<file path="config.mk">
export PLATFORM = sky130hd
export DESIGN_NAME = dmem_port_arbiter_flat
export DESIGN_NICKNAME = d
export VERILOG_FILES = /design/src/rtl/dmem_port_arbiter_if.sv /design/src/rtl/dmem_port_arbiter.sv /design/src/flat_wrapper.sv
export SDC_FILE = /design/constraint.sdc
export NUM_CORES = 1
export LEC_CHECK = 0
export ABC_AREA = 1
export BUFFER_PORTS_ARGS = -buffer_cell sky130_fd_sc_hd__buf_2
export CAP_MARGIN = 15
export CELL_PAD_IN_SITES_DETAIL_PLACEMENT = 1
export CELL_PAD_IN_SITES_GLOBAL_PLACEMENT = 1
export CORE_UTILIZATION = 26
export CTS_BUF_LIST = sky130_fd_sc_hd__clkbuf_2
export CTS_CLUSTER_SIZE = 28
export DETAILED_ROUTE_END_ITERATION = 10
export GPL_TIMING_DRIVEN = 0
export PLACE_DENSITY_LB_ADDON = 0.1
export SLEW_MARGIN = 20
export SYNTH_ARGS = -nofsm -noshare
export SYNTH_HDL_FRONTEND = slang
export SYNTH_SLANG_ARGS = --single-unit
</file>
<file path="constraint.sdc">
create_clock -name clk -period 4.9 [get_ports clk]
set_clock_uncertainty 0.15 [all_clocks]
set_input_delay 0.735 -clock clk [delete_from_list [all_inputs] [get_ports clk]]
set_output_delay 0.735 -clock clk [all_outputs]
set_load 0.01 [all_outputs]
</file>
<file path="src/rtl/dmem_port_arbiter_if.sv">
// ---------------------------------------------------------------------------
// dmem_port_arbiter_if
//  Bundles every signal that crosses the data-memory port arbiter: the core
//  (EX/MEM) request side, the CNN accelerator load/store beat side, and the
//  single physical datamemory port.
//
//  Modports
//   slave  : the arbiter's view. Requests and mem_rdata come in; grants,
//            stalls, read data and the memory command go out.
//   master : the surrounding system's view (pipeline, accelerator engine and
//            datamemory together). It drives requests and mem_rdata and
//            observes everything the arbiter produces.
//
//  Signal groups
//   core_* : core_rd, core_wr, core_addr, core_wdata, core_funct3 (requests);
//            core_rdata, core_stall (responses)
//   acc_*  : acc_req, acc_we, acc_addr, acc_wdata, acc_last (requests);
//            acc_gnt, acc_rdata, acc_rvalid (responses)
//   mem_*  : mem_rd, mem_wr, mem_addr, mem_wdata, mem_funct3 (to memory);
//            mem_rdata (from memory, combinational read)
// ---------------------------------------------------------------------------
interface dmem_port_arbiter_if #(
  parameter int ADDR_W = 9,
  parameter int DATA_W = 32
);

  // core (pipeline MEM stage) side
  logic              core_rd;
  logic              core_wr;
  logic [ADDR_W-1:0] core_addr;
  logic [DATA_W-1:0] core_wdata;
  logic [2:0]        core_funct3;
  logic [DATA_W-1:0] core_rdata;
  logic              core_stall;

  // accelerator load/store engine side
  logic              acc_req;
  logic              acc_we;
  logic [ADDR_W-1:0] acc_addr;
  logic [DATA_W-1:0] acc_wdata;
  logic              acc_last;
  logic              acc_gnt;
  logic [DATA_W-1:0] acc_rdata;
  logic              acc_rvalid;

  // shared datamemory port
  logic              mem_rd;
  logic              mem_wr;
  logic [ADDR_W-1:0] mem_addr;
  logic [DATA_W-1:0] mem_wdata;
  logic [2:0]        mem_funct3;
  logic [DATA_W-1:0] mem_rdata;

  modport slave (
    input  core_rd, core_wr, core_addr, core_wdata, core_funct3,
    output core_rdata, core_stall,
    input  acc_req, acc_we, acc_addr, acc_wdata, acc_last,
    output acc_gnt, acc_rdata, acc_rvalid,
    output mem_rd, mem_wr, mem_addr, mem_wdata, mem_funct3,
    input  mem_rdata
  );

  modport master (
    output core_rd, core_wr, core_addr, core_wdata, core_funct3,
    input  core_rdata, core_stall,
    output acc_req, acc_we, acc_addr, acc_wdata, acc_last,
    input  acc_gnt, acc_rdata, acc_rvalid,
    input  mem_rd, mem_wr, mem_addr, mem_wdata, mem_funct3,
    output mem_rdata
  );

endinterface

</file>
<file path="src/rtl/dmem_port_arbiter.sv">
// ---------------------------------------------------------------------------
// dmem_port_arbiter
//  Shares the single data-memory port between the pipeline MEM stage (core)
//  and the CNN accelerator load/store engine (acc). The core normally wins;
//  the accelerator is served when the core is idle, or forcibly after it has
//  waited MAX_WAIT-1 cycles behind the core. Once the accelerator owns the
//  port it may keep it for at most BURST_MAX consecutive beats, which bounds
//  how long the core can be stalled.
//
//  Parameters
//   ADDR_W    data-memory byte address width
//   DATA_W    data width
//   MAX_WAIT  cycles acc may wait behind core before a forced grant (>=1)
//   BURST_MAX max acc beats per grant window (>=1)
//
//  Ports
//   clk    clock
//   reset  synchronous, active-high
//   bus    dmem_port_arbiter_if.slave: core request/response, acc beat
//          handshake (acc_req/acc_gnt, acc_rvalid one cycle after a read
//          beat), and the datamemory command port (mem_*).
//
//  core_stall is high when the core presents an access that is not granted;
//  the pipeline then holds its request stable, so no core state is kept here.
// ---------------------------------------------------------------------------
module dmem_port_arbiter #(
  parameter int ADDR_W    = 9,
  parameter int DATA_W    = 32,
  parameter int MAX_WAIT  = 8,
  parameter int BURST_MAX = 4
) (
  input  logic               clk,
  input  logic               reset,
  dmem_port_arbiter_if.slave bus
);

  localparam int WAIT_W = $clog2(MAX_WAIT + 1);
  localparam int BEAT_W = $clog2(BURST_MAX + 1);
  localparam logic [WAIT_W-1:0] WAIT_LIMIT  = WAIT_W'(MAX_WAIT - 1);
  localparam logic [BEAT_W-1:0] BEAT_LIMIT  = BEAT_W'(BURST_MAX - 1);
  localparam logic [2:0]        FUNCT3_WORD = 3'b010;

  typedef enum logic [0:0] {
    S_CORE,   // core owns the port by default, acc served when allowed
    S_ACC     // acc inside a grant window
  } state_t;

  state_t            state_reg,      state_next;
  logic [WAIT_W-1:0] wait_cnt_reg,   wait_cnt_next;
  logic [BEAT_W-1:0] beat_cnt_reg,   beat_cnt_next;
  logic              acc_rvalid_reg, acc_rvalid_next;
  logic [DATA_W-1:0] acc_rdata_reg,  acc_rdata_next;

  logic              core_act;
  logic              force_acc;
  logic              grant_core;
  logic              grant_acc;
  logic              acc_rd_beat;
  logic [ADDR_W-1:0] addr_mux;
  logic [DATA_W-1:0] wdata_mux;

  assign core_act  = bus.core_rd | bus.core_wr;
  // Only meaningful in S_CORE: the accelerator has waited long enough.
  assign force_acc = bus.acc_req & (wait_cnt_reg == WAIT_LIMIT);

  // -------------------------------------------------------------------------
  // State and counter registers
  // -------------------------------------------------------------------------
  always_ff @(posedge clk) begin
    if (reset) begin
      state_reg      <= S_CORE;
      wait_cnt_reg   <= '0;
      beat_cnt_reg   <= '0;
      acc_rvalid_reg <= 1'b0;
      acc_rdata_reg  <= '0;
    end else begin
      state_reg      <= state_next;
      wait_cnt_reg   <= wait_cnt_next;
      beat_cnt_reg   <= beat_cnt_next;
      acc_rvalid_reg <= acc_rvalid_next;
      acc_rdata_reg  <= acc_rdata_next;
    end
  end

  // -------------------------------------------------------------------------
  // Next-state / grant logic
  // -------------------------------------------------------------------------
  always_comb begin
    state_next    = state_reg;
    wait_cnt_next = wait_cnt_reg;
    beat_cnt_next = beat_cnt_reg;
    grant_core    = 1'b0;
    grant_acc     = 1'b0;

    unique case (state_reg)
      S_CORE: begin
        if (bus.acc_req && (!core_act || force_acc)) begin
          // Opening beat of a window: it already counts as beat 1.
          grant_acc     = 1'b1;
          wait_cnt_next = '0;
          if (bus.acc_last || (BURST_MAX == 1)) begin
            beat_cnt_next = '0;
          end else begin
            beat_cnt_next = BEAT_W'(1);
            state_next    = S_ACC;
          end
        end else if (core_act) begin
          grant_core = 1'b1;
          // Counts only cycles where acc is actually kept waiting.
          wait_cnt_next = wait_cnt_reg + WAIT_W'(bus.acc_req);
        end
      end

      S_ACC: begin
        if (bus.acc_req) begin
          grant_acc = 1'b1;
          if (bus.acc_last || (beat_cnt_reg == BEAT_LIMIT)) begin
            beat_cnt_next = '0;
            state_next    = S_CORE;
          end else begin
            beat_cnt_next = beat_cnt_reg + BEAT_W'(1);
          end
        end else begin
          // Burst abandoned without acc_last: hand the port straight back so
          // the core does not lose this cycle.
          grant_core    = core_act;
          beat_cnt_next = '0;
          state_next    = S_CORE;
        end
      end

      default: begin
        state_next    = S_CORE;
        wait_cnt_next = '0;
        beat_cnt_next = '0;
      end
    endcase
  end

  // -------------------------------------------------------------------------
  // Accelerator read-data capture: mem_rdata is combinational, so the word
  // for a granted read beat is registered and presented the next cycle.
  // -------------------------------------------------------------------------
  assign acc_rd_beat = grant_acc & ~bus.acc_we;

  always_comb begin
    acc_rvalid_next = acc_rd_beat;
    acc_rdata_next  = acc_rdata_reg;
    if (acc_rd_beat) begin
      acc_rdata_next = bus.mem_rdata;
    end
  end

  // -------------------------------------------------------------------------
  // Memory port mux. Grants are one-hot (or both zero), so an AND-OR mux per
  // bit yields the owner's fields and all-zero when the port is unused.
  // -------------------------------------------------------------------------
  genvar gi;
  generate
    for (gi = 0; gi < ADDR_W; gi++) begin : g_addr_mux
      assign addr_mux[gi] = (grant_core & bus.core_addr[gi]) |
                            (grant_acc  & bus.acc_addr[gi]);
    end
    for (gi = 0; gi < DATA_W; gi++) begin : g_wdata_mux
      assign wdata_mux[gi] = (grant_core & bus.core_wdata[gi]) |
                             (grant_acc  & bus.acc_wdata[gi]);
    end
  endgenerate

  assign bus.mem_rd     = (grant_core & bus.core_rd) | (grant_acc & ~bus.acc_we);
  assign bus.mem_wr     = (grant_core & bus.core_wr) | (grant_acc &  bus.acc_we);
  assign bus.mem_addr   = addr_mux;
  assign bus.mem_wdata  = wdata_mux;
  // Accelerator beats are always full words.
  assign bus.mem_funct3 = grant_core ? bus.core_funct3 :
                          grant_acc  ? FUNCT3_WORD     : 3'b000;

  // -------------------------------------------------------------------------
  // Responses
  // -------------------------------------------------------------------------
  assign bus.core_rdata = bus.mem_rdata;
  assign bus.core_stall = core_act & ~grant_core;
  assign bus.acc_gnt    = grant_acc;
  assign bus.acc_rdata  = acc_rdata_reg;
  assign bus.acc_rvalid = acc_rvalid_reg;

endmodule
</file>
<file path="src/flat_wrapper.sv">
// flat-port wrapper written by rule: the top's interface ports become plain ports
module dmem_port_arbiter_flat 
#(
  parameter int ADDR_W    = 9,
  parameter int DATA_W    = 32,
  parameter int MAX_WAIT  = 8,
  parameter int BURST_MAX = 4
)
  (clk, reset, bus_core_rd, bus_core_wr, bus_core_addr, bus_core_wdata, bus_core_funct3, bus_core_rdata, bus_core_stall, bus_acc_req, bus_acc_we, bus_acc_addr, bus_acc_wdata, bus_acc_last, bus_acc_gnt, bus_acc_rdata, bus_acc_rvalid, bus_mem_rd, bus_mem_wr, bus_mem_addr, bus_mem_wdata, bus_mem_funct3, bus_mem_rdata);
  dmem_port_arbiter_if #(.ADDR_W(ADDR_W), .DATA_W(DATA_W)) bus_i ();
  input  logic clk;
  input  logic reset;
  input wire logic [$bits(bus_i.core_rd)-1:0] bus_core_rd;
  input wire logic [$bits(bus_i.core_wr)-1:0] bus_core_wr;
  input wire logic [$bits(bus_i.core_addr)-1:0] bus_core_addr;
  input wire logic [$bits(bus_i.core_wdata)-1:0] bus_core_wdata;
  input wire logic [$bits(bus_i.core_funct3)-1:0] bus_core_funct3;
  output wire logic [$bits(bus_i.core_rdata)-1:0] bus_core_rdata;
  output wire logic [$bits(bus_i.core_stall)-1:0] bus_core_stall;
  input wire logic [$bits(bus_i.acc_req)-1:0] bus_acc_req;
  input wire logic [$bits(bus_i.acc_we)-1:0] bus_acc_we;
  input wire logic [$bits(bus_i.acc_addr)-1:0] bus_acc_addr;
  input wire logic [$bits(bus_i.acc_wdata)-1:0] bus_acc_wdata;
  input wire logic [$bits(bus_i.acc_last)-1:0] bus_acc_last;
  output wire logic [$bits(bus_i.acc_gnt)-1:0] bus_acc_gnt;
  output wire logic [$bits(bus_i.acc_rdata)-1:0] bus_acc_rdata;
  output wire logic [$bits(bus_i.acc_rvalid)-1:0] bus_acc_rvalid;
  output wire logic [$bits(bus_i.mem_rd)-1:0] bus_mem_rd;
  output wire logic [$bits(bus_i.mem_wr)-1:0] bus_mem_wr;
  output wire logic [$bits(bus_i.mem_addr)-1:0] bus_mem_addr;
  output wire logic [$bits(bus_i.mem_wdata)-1:0] bus_mem_wdata;
  output wire logic [$bits(bus_i.mem_funct3)-1:0] bus_mem_funct3;
  input wire logic [$bits(bus_i.mem_rdata)-1:0] bus_mem_rdata;
  assign bus_i.core_rd = bus_core_rd;
  assign bus_i.core_wr = bus_core_wr;
  assign bus_i.core_addr = bus_core_addr;
  assign bus_i.core_wdata = bus_core_wdata;
  assign bus_i.core_funct3 = bus_core_funct3;
  assign bus_core_rdata = bus_i.core_rdata;
  assign bus_core_stall = bus_i.core_stall;
  assign bus_i.acc_req = bus_acc_req;
  assign bus_i.acc_we = bus_acc_we;
  assign bus_i.acc_addr = bus_acc_addr;
  assign bus_i.acc_wdata = bus_acc_wdata;
  assign bus_i.acc_last = bus_acc_last;
  assign bus_acc_gnt = bus_i.acc_gnt;
  assign bus_acc_rdata = bus_i.acc_rdata;
  assign bus_acc_rvalid = bus_i.acc_rvalid;
  assign bus_mem_rd = bus_i.mem_rd;
  assign bus_mem_wr = bus_i.mem_wr;
  assign bus_mem_addr = bus_i.mem_addr;
  assign bus_mem_wdata = bus_i.mem_wdata;
  assign bus_mem_funct3 = bus_i.mem_funct3;
  assign bus_i.mem_rdata = bus_mem_rdata;
  dmem_port_arbiter #(.ADDR_W(ADDR_W), .DATA_W(DATA_W), .MAX_WAIT(MAX_WAIT), .BURST_MAX(BURST_MAX)) u_core (.clk(clk), .reset(reset), .bus(bus_i));
endmodule
</file>
# Word level (Yosys, flattened, before mapping)
# Cells that the tools add are included.
# totals
ff_bits	41
in_bits	124
out_inout_bits	113
elab_cells	172
# op_classes
addsub	2
n_eq_ne	3
mux	21
bitwise	135
reduce_logical	6
# ops
op	n
1-bit AND	88
1-bit bitwise OR	44
3-bit 2-to-1 mux	4
1-bit 2-to-1 mux	10
4-bit 2-to-1 mux	2
1-bit case mux with 2 select lines	3
3-bit case mux with 2 select lines	1
4-bit by 1-bit adder with 4-bit output	1
4-bit by 3-bit == test with 1-bit output (second input constant)	1
3-bit by 1-bit adder with 3-bit output (second input constant)	1
3-bit by 2-bit == test with 1-bit output (second input constant)	1
1-bit inverter	3
1-bit logical OR	2
2-bit 2-to-1 mux	1
2-bit by 1-bit inequality test with 1-bit output (second input constant)	1
2-bit AND reduction	1
2-bit nonzero test	1
1-bit logical AND	1
1-bit zero test	1

# Depth between registers and ports, before layout
# Gate-level depths: netlist of run 1.
# logic_depth
depth_word	8
depth_mapped	11

# Least setup slack after synthesis of run 1
# No wires, ideal clock.
# synth_timing
kind	input to output
from	in bus_core_rd
to	out bus_mem_wdata[10]
arrival_ns	1.709
required_time_ns	4.015
slack_ns	2.306
path_stages	9
n_path_buf	2
path_cell_list	nor2_4 inv_2 nand2_1 nand2_2 nand2_2 buf_4 buf_2 nand2_1 nand2_1
# synth_via
elab_chain_len	8
elab_cells_between_ends	13
classes_between	mux: 6; bitwise: 4; reduce/logical: 3
# synth_rtl
element	line_no	source
start, declared	flat_wrapper.sv:13	input wire logic [$bits(bus_i.core_rd)-1:0] bus_core_rd;
1-bit bitwise OR	dmem_port_arbiter.sv:62	assign core_act = bus.core_rd | bus.core_wr;
1-bit zero test	dmem_port_arbiter.sv:97	if (bus.acc_req && (!core_act || force_acc)) begin
1-bit logical OR	dmem_port_arbiter.sv:97	
1-bit logical AND	dmem_port_arbiter.sv:97	
1-bit 2-to-1 mux	dmem_port_arbiter.sv:97	
1-bit case mux with 2 select lines	dmem_port_arbiter.sv:95	unique case (state_reg)
via bus_acc_gnt	flat_wrapper.sv:25	output wire logic [$bits(bus_i.acc_gnt)-1:0] bus_acc_gnt;
1-bit AND	dmem_port_arbiter.sv:166	(grant_acc & bus.acc_wdata[gi]);
1-bit bitwise OR	dmem_port_arbiter.sv:165	assign wdata_mux[gi] = (grant_core & bus.core_wdata[gi]) |
end, declared	flat_wrapper.sv:31	output wire logic [$bits(bus_i.mem_wdata)-1:0] bus_mem_wdata;
# The timed path passes the listed nets, and every way through them passes these cells.

# Final worst setup path of run 1
# layout_timing
from	in bus_core_rd
to	out bus_mem_wdata[2]
# layout_via
elab_chain_len	8
elab_cells_between_ends	13
classes_between	mux: 6; bitwise: 4; reduce/logical: 3
# layout_rtl
element	line_no
1-bit bitwise OR *	dmem_port_arbiter.sv:62
1-bit zero test	dmem_port_arbiter.sv:97
1-bit logical OR	dmem_port_arbiter.sv:97
1-bit logical AND	dmem_port_arbiter.sv:97
1-bit 2-to-1 mux	dmem_port_arbiter.sv:97
1-bit case mux with 2 select lines	dmem_port_arbiter.sv:95
1-bit AND, on equally long branches	dmem_port_arbiter.sv:165, dmem_port_arbiter.sv:166
1-bit bitwise OR *	dmem_port_arbiter.sv:165
# Mark *: on every way between the ends. The rest lies on a longest branch, timed or not.

==> flow_summary_export.csv, run 1 <==
group,metric,value,unit
logic_synthesis,synth-edff-count,0,
sta,tightest_slew,0.466,ns
sta,slew_viol_final,0,
logic_synthesis,synth-async-reset-ratio,0,%
logic_synthesis,synthFlopType,"dfxtp_1",
global_route,overflow,0,
sta,finalHoldViolCount,0,
die,num_rows,36,
setup_path,worstRegToRegCells,7,
run_status,status,"finished, final reports clean",
die,io_pins,237,
layout,drive_gt1_share,43.4,%
route,via_per_inst,4.29,
die,floorplan.die_area,0.0107,mm^2
setup_path,max_stage_delay,0.22,ns
hold_path,min_from,"u_core.beat_cnt_reg[2]",
layout,areaGrowthSynthToFinish,51.8,%
setup_path,required,4.01,ns
global_route,grt_util_all_layers,20.2,%
setup_path,crit_path_start,"bus_core_rd",
place,routabilityCongestion,0.865,
hold_path,hold_path_class,"reg -> reg",
clocking,cts_tree,"done",
clocking,clk_latency,0.39,ns
logic_synthesis,synth.most_common_cell,"nand2_1",
clocking,cts_hold_buf,0,
layout,final_nets,819,
setup_path,path_class,"in -> out",
layout,n_antenna_cell,0,
setup_path,cp_slowest_cell,"buf_2",
route,wl_per_cell,13.3,um
logic_synthesis,synth_commonest_cells,"173 x nand2_1, 41 x dfxtp_1, 40 x a21oi_1, 40 x inv_1, 39 x buf_4",
clocking,h-tree-depth,2,
logic_synthesis,synth_nets,576,
logic_synthesis,avgSynthCellArea,5.99,um^2
setup_path,startpoint_type,"primary input",
logic_synthesis,synth.largest_area_cell,"dfxtp_1",
place,placed_cell_area,0.00403,mm^2
place,port_buffers,236,
sta,period_share,62.6,%
route,met3_length,801,um
route,wl_met1,4.25,mm
global_route,grt_max_degree,14,
sta,setup_viol,0,
clocking,cts_setup_buffers,0,
sta,rsz0062_at_grt,"false",
logic_synthesis,yosysTopAreaCellShare,30.6,%
sta,period_minus_slack,3.07,ns
logic_synthesis,ys_types,21,
global_route,grt_antenna_before_repair,0,
layout,stdcell_area,0.00407,mm^2
logic_synthesis,synth_area_leaders,"dfxtp_1 31%, nand2_1 24%, buf_4 11%, a21oi_1 7.5%, nand3_1 6.7%",
pwr,p_per_area,194,mW/mm^2
route,drt_iter0_drc,125,
setup_path,regToRegStartpoint,"u_core.beat_cnt_reg[0]",
global_route,grt_pass1_wl,17.5,mm
die,core_area,0.00986,mm^2
die,dieWidth,104,um
die,start_util,27.2,%
route,wl,10.9,mm
pwr,ir_drop,0.0754,mV
clocking,cts_root_buffer,"clkbuf_2",
clocking,cts.sinks,41,
setup_path,cp.arrival,2.18,ns
setup_path,cp-end-kind,"primary output",
clocking,cts_resized,0,
setup_path,cp_cell_sequence,"buf_2, nor2_4, inv_2, nand2_1, nand2_2, nand2_2, buf_4, buf_2, nand2_1, nand2_1, buf_2",
sta,max_freq,0.326,GHz
route,routed.top_layer,"met4",
logic_synthesis,synth-seq-area-share,30.6,%
sta,setup_tns,0,ns
sta,slew_headroom,68.9,%
global_route,grt_pass1_vias,3535,
clocking,cts_buffer_depth,2,
clocking,numCtsBuffers,5,
logic_synthesis,yosysWarningCount,0,
pwr,power_leakage,2.50,nW
logic_synthesis,synth_seq_cells,41,
logic_synthesis,syn-instance-count,448,
hold_path,min_path_cells,2,
job,maxCapViolations,0,
route,ant_nets,0,
route,drc,0,
logic_synthesis,netlist_area,0.00268,mm^2
route,wl_met2,5.77,mm
layout,largest_reg_flops,32,
layout,n_fill_cell,1418,
setup_path,worstPathMaxFanout,10,
clocking,cts.clk_slew.worst_paths,0.22,ns
route,dr.pass1.iters,4,
place,dp_hpwl,9.20,mm
route,dr_total_vias,3541,
die,dieHeight,104,um
## worst max-delay path: cells and delay by family
kind | cells | cell delay, ns
buf+inv | 5 | 0.74
simple gates | 6 | 0.71
## power by group
| group | leakage [nW] | internal, mW | switching [mW] |
|---|---|---|---|
| combinational | 2.14 | 0.130 | 0.157 |
| sequential | 0.334 | 0.348 | 0.00739 |
| clock | 0.0287 | 0.0334 | 0.114 |
| total | 2.50 | 0.511 | 0.279 |
## stage by stage
| step | hold WS (ns) | power (mW) | std cells | setup slack [ns] | util [%] |
|---|---|---|---|---|---|
| finish | 0.348 | 0.789 | 825 | 1.83 | 41.3 |
| floorplan | 0.302 | 0.509 | 448 | 2.31 | - |
| global route | 0.339 | 0.848 | 825 | 1.67 | 41.3 |
| CTS | 0.354 | 0.804 | 825 | 1.80 | 41.3 |
| detailed placement | 0.318 | 0.653 | 817 | 1.81 | 40.9 |
| global placement | 0.307 | 0.646 | 817 | 1.83 | 40.9 |
## path summary, 6_finish.rpt
| kind | to | slack [ns] |
|---|---|---|
| worst max-delay path | bus_mem_wdata[2] | 1.83 |
| worst min register to register | u_core.beat_cnt_reg[2] | 0.35 |
| worst min-delay path | u_core.beat_cnt_reg[2] | 0.35 |
| worst max register to register | u_core.beat_cnt_reg[2] | 2.96 |
## routing by layer
layer  vias up  global-route usage [%]
met4         0                    5.28
met5         -                       0
li1       1823                       -
met3         8                    4.85
met1      1577                    21.2
met2       133                    39.4
## logic make-up (layout without fill, tap and decap cells)
group / Yosys count / in the layout / share of synthesized area (%)
flip-flops: 41 / 41 / 30.6
XOR/XNOR: 1 / 1 / 0.327
AO/OA/AOI/OAI: 45 / 45 / 8.49
buffers and inverters: 100 / 344 / 19.9
adder cells (fa/ha/maj): 4 / 4 / 1.87
AND/OR/NAND/NOR: 257 / 257 / 38.9
## final cells by class
class,count,area (um^2),share of cell area [%]
buffer,58,375,9.22
clock inverter,3,17.5,0.430
inverter,42,158,3.87
tap,133,166,4.09
timing repair buffer,236,1180,29.0
multi-input combinational,307,1330,32.6
clock buffer,5,25.0,0.614
sequential,41,821,20.2
## placed cells by master (no fill, tap or decap), drive strengths merged, types with 2 or more instances in the layout
cell / synthesis / routed
or2: 3 / 3
nand3: 36 / 36
clkbuf: 10 / 15
a21oi: 40 / 40
nand2: 175 / 175
dfxtp: 41 / 41
o21ai: 4 / 4
clkinv: 1 / 3
nor3b: 2 / 2
inv: 41 / 41
ha: 4 / 4
buf: 48 / 284
nor2: 40 / 40
Power figures use the tool's default switching activity.
==> inputs of run 2 (changes only) <==
--- a/config.mk
+++ b/config.mk
@@ -10,7 +10,7 @@
 export CAP_MARGIN = 15
 export CELL_PAD_IN_SITES_DETAIL_PLACEMENT = 1
 export CELL_PAD_IN_SITES_GLOBAL_PLACEMENT = 1
-export CORE_UTILIZATION = 26
+export CORE_UTILIZATION = 24
 export CTS_BUF_LIST = sky130_fd_sc_hd__clkbuf_2
 export CTS_CLUSTER_SIZE = 28
 export DETAILED_ROUTE_END_ITERATION = 10
==> constraint.sdc (replaced) <==
create_clock -name clk -period 2.9 [get_ports clk]
set_clock_uncertainty 0.15 [all_clocks]
set_input_delay 0.435 -clock clk [delete_from_list [all_inputs] [get_ports clk]]
set_output_delay 0.435 -clock clk [all_outputs]
set_load 0.01 [all_outputs]
==> run 2 against run 1 <==
Critical path depth stayed put. Die area increased by 8.2%. Count of clock-buffer cells in the layout is 1 higher. Wire length decreased by 1.8%. Register-to-register slack worse by 2.0 ns. Non-clock buffer count stayed put. Highest routed layer unchanged. Global-route usage fell by 2.3 points.
==> flow_summary_export.csv, run 2 (synthesized netlist as in run 1, its figures left out) <==
group,metric,value,unit
run_status,status,"finished, final reports clean",
pwr,power,1.35,mW
global_route,grt_util_all_layers,17.9,%
layout,drive_gt1_share,43.4,%
layout,n_fill_cell,1541,
layout,mostFrequentLayoutCell,"buf_2",
place,routabilityCongestion,0.734,
route,dr.pass1.iters,4,
setup_path,path_class,"reg -> out",
setup_path,regToRegStartpoint,"u_core.beat_cnt_reg[0]",
die,io_pins,237,
sta,slew_viol_final,0,
global_route,grt_max_degree,14,
clocking,clk_latency,0.40,ns
route,ant_nets,0,
pwr,power_leakage,2.50,nW
clocking,cts_root_buffer,"clkbuf_2",
pwr,ir_drop,0.128,mV
sta,tightest_slew,0.487,ns
setup_path,crit_path_start,"u_core.wait_cnt_reg[1]",
route,via_per_inst,4.29,
route,wl_per_cell,12.9,um
sta,setup_tns,0,ns
sta,max_freq,0.374,GHz
clocking,cts_resized,0,
setup_path,rrSetupSlack,0.95,ns
hold_path,hold_path_class,"in -> reg",
route,wl,10.7,mm
layout,largest_reg_flops,32,
job,maxCapViolations,0,
clocking,cts_setup_buffers,0,
clocking,cts.sinks,41,
die,floorplan.die_area,0.0116,mm^2
die,dieWidth,108,um
layout,ff_latch_area,821,um^2
setup_path,required,2.32,ns
setup_path,cp-end-kind,"primary output",
hold_path,min_path_cells,2,
pwr,p_per_area,330,mW/mm^2
place,dpl_worst_slack,0.375,ns
setup_path,worstPathMaxFanout,10,
setup_path,worstReg2RegEnd,"u_core.beat_cnt_reg[2]",
clocking,cts.clk_slew.worst_paths,0.24,ns
global_route,grt_antenna_before_repair,0,
place,port_buffers,236,
clocking,cts_tree,"done",
global_route,grt_pass1_vias,3479,
die,core_area,0.0109,mm^2
sta,finalHoldViolCount,0,
die,dieHeight,108,um
sta,period_share,92.3,%
sta,setup_viol,0,
clocking,h-tree-depth,2,
sta,slew_headroom,67.5,%
clocking,cts_buffer_depth,2,
global_route,grt_pass1_wl,16.4,mm
die,start_util,24.6,%
route,drc,0,
layout,areaGrowthSynthToFinish,52.6,%
route,drt_iter0_drc,137,
route,dr_total_vias,3568,
layout,n_antenna_cell,0,
layout,final_util,37.6,%
place,dp.cells,824,
layout,layout_common_cells,"243 x buf_2, 173 x nand2_1, 41 x dfxtp_1",
setup_path,worstRegToRegCells,7,
place,dp_hpwl,8.96,mm
setup_path,endpoint,"bus_mem_wdata[30]",
global_route,overflow,0,
sta,setup_ws,0.223,ns
setup_path,cp.arrival,2.09,ns
layout,multi_input_area,0.00133,mm^2
sta,period_minus_slack,2.68,ns
setup_path,startpoint_type,"flip-flop",
clocking,numCtsBuffers,5,
layout,final_nets,819,
die,num_rows,38,
layout,fin_cells,832,
clocking,cts_hold_buf,0,
sta,rsz0062_at_grt,"true",
-- run 2: cell types whose count changed in the layout (fill, tap and decap cells not counted), sizes merged --
| cell | change |
|---|---|
| clkinv | -2 |
| buf | -2 |
| clkbuf | +3 |
| clkinvlp | +1 |
-- run 2: metal layers --
metal	track usage, %	part of all wire (%)
met1	19.4	39
met2	35.4	53
met3	3.87	7.4
met4	2.64	0.47
met5	0	0
-- run 2: metrics by stage --
stage,hold WS (ns),cell area (um^2)
floorplan,0.302,2680
global placement,0.306,4040
detailed placement,0.313,4040
CTS,0.0550,4080
global route,0.0207,4090
finish,0.0827,4090
-- run 2: how the worst min path moves through the flow --
stage                              from  slack, ns                  endpoint
3_3_place_gp   u_core.bus.acc_rdata[17]       0.31  u_core.bus.acc_rdata[17]
3_5_place_dp   u_core.bus.acc_rdata[11]       0.31  u_core.bus.acc_rdata[11]
2_1_floorplan    u_core.wait_cnt_reg[2]       0.30    u_core.wait_cnt_reg[2]
6_report                          reset       0.08    u_core.beat_cnt_reg[1]
4_1_cts                           reset       0.05    u_core.beat_cnt_reg[1]
5_1_grt                           reset       0.02    u_core.beat_cnt_reg[1]
-- run 2: final cells by class --
type / instances / area share (%)
clock inverters: 2 / 0.367
plain buffers: 58 / 9.29
flip-flops and latches: 41 / 20.0
clock buffers: 6 / 0.733
multi-input cells: 307 / 32.6
inverters: 42 / 3.85
repair buffers: 236 / 28.9
well taps: 140 / 4.28
-- run 2: worst max-delay path: stages, from the launching register on --
cell	delay [ns]
dfxtp_1	0.41
nand2_1	0.06
inv_1	0.07
nand2_1	0.05
nand2_1	0.06
nand2_2	0.13
nand2_2	0.15
buf_4	0.21
buf_2	0.24
nand2_1	0.07
nand2_1	0.09
buf_2	0.13
-- run 2: where the power goes --
part           leakage, nW  internal (mW)  switching [mW]
sequential           0.334          0.588          0.0128
clock               0.0252         0.0624           0.202
combinational         2.14          0.220           0.264
total                 2.50          0.870           0.479
==> inputs of run 3 (changes only) <==
--- a/config.mk
+++ b/config.mk
@@ -15,7 +15,7 @@
 export CTS_CLUSTER_SIZE = 28
 export DETAILED_ROUTE_END_ITERATION = 10
 export GPL_TIMING_DRIVEN = 0
-export PLACE_DENSITY_LB_ADDON = 0.1
+export PLACE_DENSITY = 0.88
 export SLEW_MARGIN = 20
 export SYNTH_ARGS = -nofsm -noshare
 export SYNTH_HDL_FRONTEND = slang
==> run 3 against run 2 <==
Flip-flop and latch count is the same. Largest cell class unchanged. Wire length increased by 1.4%. Non-clock buffer count did not move. Largest power group unchanged. Power down 2.7%.
==> flow_summary_export.csv, run 3 (synthesized netlist as in run 1, its figures left out) <==
group,metric,value,unit
sta,period_minus_slack,2.62,ns
clocking,clk_latency,0.37,ns
setup_path,max_stage_delay,0.39,ns
setup_path,cp.arrival,2.03,ns
setup_path,path_class,"reg -> out",
setup_path,crit_path_frequent_cell,"nand2_1",
sta,slew_viol_final,0,
layout,layout_common_cells,"244 x buf_2, 173 x nand2_1, 40 x inv_1, 40 x a21oi_1, 40 x dfxtp_1",
pwr,p_per_area,322,mW/mm^2
clocking,cts_buffer_depth,2,
global_route,grt_pass1_wl,16.6,mm
layout,mostFrequentLayoutCell,"buf_2",
pwr,ir_drop,0.126,mV
sta,period_share,90.3,%
layout,drive_gt1_share,43.3,%
route,via_per_inst,4.29,
clocking,cts_setup_buffers,0,
die,start_util,24.6,%
sta,setup_viol,0,
global_route,top_usage_layer,"met2",
route,wl,10.9,mm
run_status,status,"finished, final reports clean",
setup_path,startpoint_type,"flip-flop",
die,num_rows,38,
die,io_pins,237,
route,dr_total_vias,3569,
route,wl_per_cell,13.1,um
clocking,numCtsBuffers,5,
die,floorplan.die_area,0.0116,mm^2
global_route,use_met3,4.18,%
place,routabilityCongestion,0.844,
place,placed_cell_area,0.00404,mm^2
layout,stdcell_area,0.00408,mm^2
clocking,cts.clk_slew.worst_paths,0.19,ns
place,port_buffers,236,
global_route,grt_util_all_layers,18.3,%
sta,finalHoldViolCount,0,
setup_path,cp-end-kind,"primary output",
setup_path,crit_buf_inv,4,
layout,final_nets,819,
sta,setup_tns,0,ns
global_route,grt_max_degree,12,
setup_path,cp_slowest_cell,"dfxtp_1",
sta,slew_headroom,67.8,%
layout,areaGrowthSynthToFinish,52.1,%
setup_path,critical_path.top_delay_family,"simple AND/OR/NAND/NOR gates",
route,dr.pass1.iters,4,
layout,n_fill_cell,1573,
die,dieHeight,108,um
pwr,power_leakage,2.50,nW
setup_path,required,2.32,ns
die,core_area,0.0109,mm^2
layout,largest_reg_flops,32,
sta,rsz0062_at_grt,"false",
place,dp_hpwl,9.10,mm
setup_path,worstPathMaxFanout,10,
hold_path,hold_path_class,"in -> reg",
job,maxCapViolations,0,
route,drt_iter0_drc,122,
global_route,met2_usage,33.9,%
global_route,grt_antenna_before_repair,1,
global_route,met1_usage,19.9,%
clocking,cts.sinks,41,
clocking,h-tree-depth,2,
clocking,cts_root_buffer,"clkbuf_2",
setup_path,cp_cell_sequence,"nand2_1, inv_1, nand2_1, nand2_1, nand2_2, nand2_2, buf_4, buf_2, nand2_1, nand2_1, buf_2",
clocking,cts_tree,"done",
global_route,overflow,0,
route,ant_nets,0,
sta,tightest_slew,0.483,ns
die,dieWidth,108,um
sta,max_freq,0.382,GHz
global_route,grt_pass1_vias,3453,
route,drc,0,
[run 3: cell type report]
| class | instances | area [um^2] | share of cell area (%) |
|---|---|---|---|
| multi-input cells | 307 | 1330 | 32.7 |
| clock buffers | 5 | 25.0 | 0.613 |
| diodes | 1 | 2.50 | 0.0613 |
| flip-flops and latches | 41 | 822 | 20.1 |
| plain buffers | 58 | 378 | 9.26 |
| well taps | 140 | 175 | 4.29 |
| repair buffers | 236 | 1180 | 28.9 |
| inverters | 42 | 158 | 3.86 |
| clock inverters | 1 | 5.00 | 0.123 |
[run 3: worst register-to-register path: stages, from the launching register on]
cell     delay (ns)
dfxtp_1        0.37
ha_1           0.20
ha_1           0.18
or2_2          0.28
nor2_1         0.15
inv_1          0.08
or2_2          0.27
a21oi_1        0.13
[run 3: path summary, 6_finish.rpt]
kind	slack [ns]	depth (start not counted)	endpoint	from
worst max-delay path	0.28	11	bus_mem_wdata[5]	u_core.wait_cnt_reg[2]
worst min-delay path	0.13	2	u_core.beat_cnt_reg[0]	reset
worst max register to register	1.04	7	u_core.beat_cnt_reg[2]	u_core.beat_cnt_reg[0]
worst min register to register	0.35	2	u_core.beat_cnt_reg[2]	u_core.beat_cnt_reg[2]
[run 3: report_power, final]
group	internal (mW)	switching, mW
registers	0.587	0.0122
logic	0.220	0.268
clock network	0.0494	0.176
total	0.857	0.456
[run 3: layer usage]
metal	vias up	part of all wire, %
met5	-	0
met4	0	2.7
met3	18	7.5
met2	155	50
met1	1572	40
li1	1824	-
[run 3: repair_timing]
action / 4_1_cts / 5_1_grt
hold buffers: 0 / 0
endpoints found under the setup margin: 0 / 20
resized for setup: 0 / 3
[run 3: per-stage QoR]
| stage | hold WS [ns] | utilization (%) | power (mW) | std cells | setup WS (ns) |
|---|---|---|---|---|---|
| after floorplan | 0.302 | - | 0.860 | 448 | 0.906 |
| final | 0.126 | 37.5 | 1.31 | 831 | 0.280 |
| after CTS | 0.102 | 37.4 | 1.34 | 830 | 0.146 |
| after global placement | 0.304 | 37.1 | 1.10 | 824 | 0.339 |
| after global routing | 0.0939 | 37.5 | 1.42 | 831 | 0.0187 |
| after detailed placement | 0.314 | 37.1 | 1.11 | 824 | 0.355 |
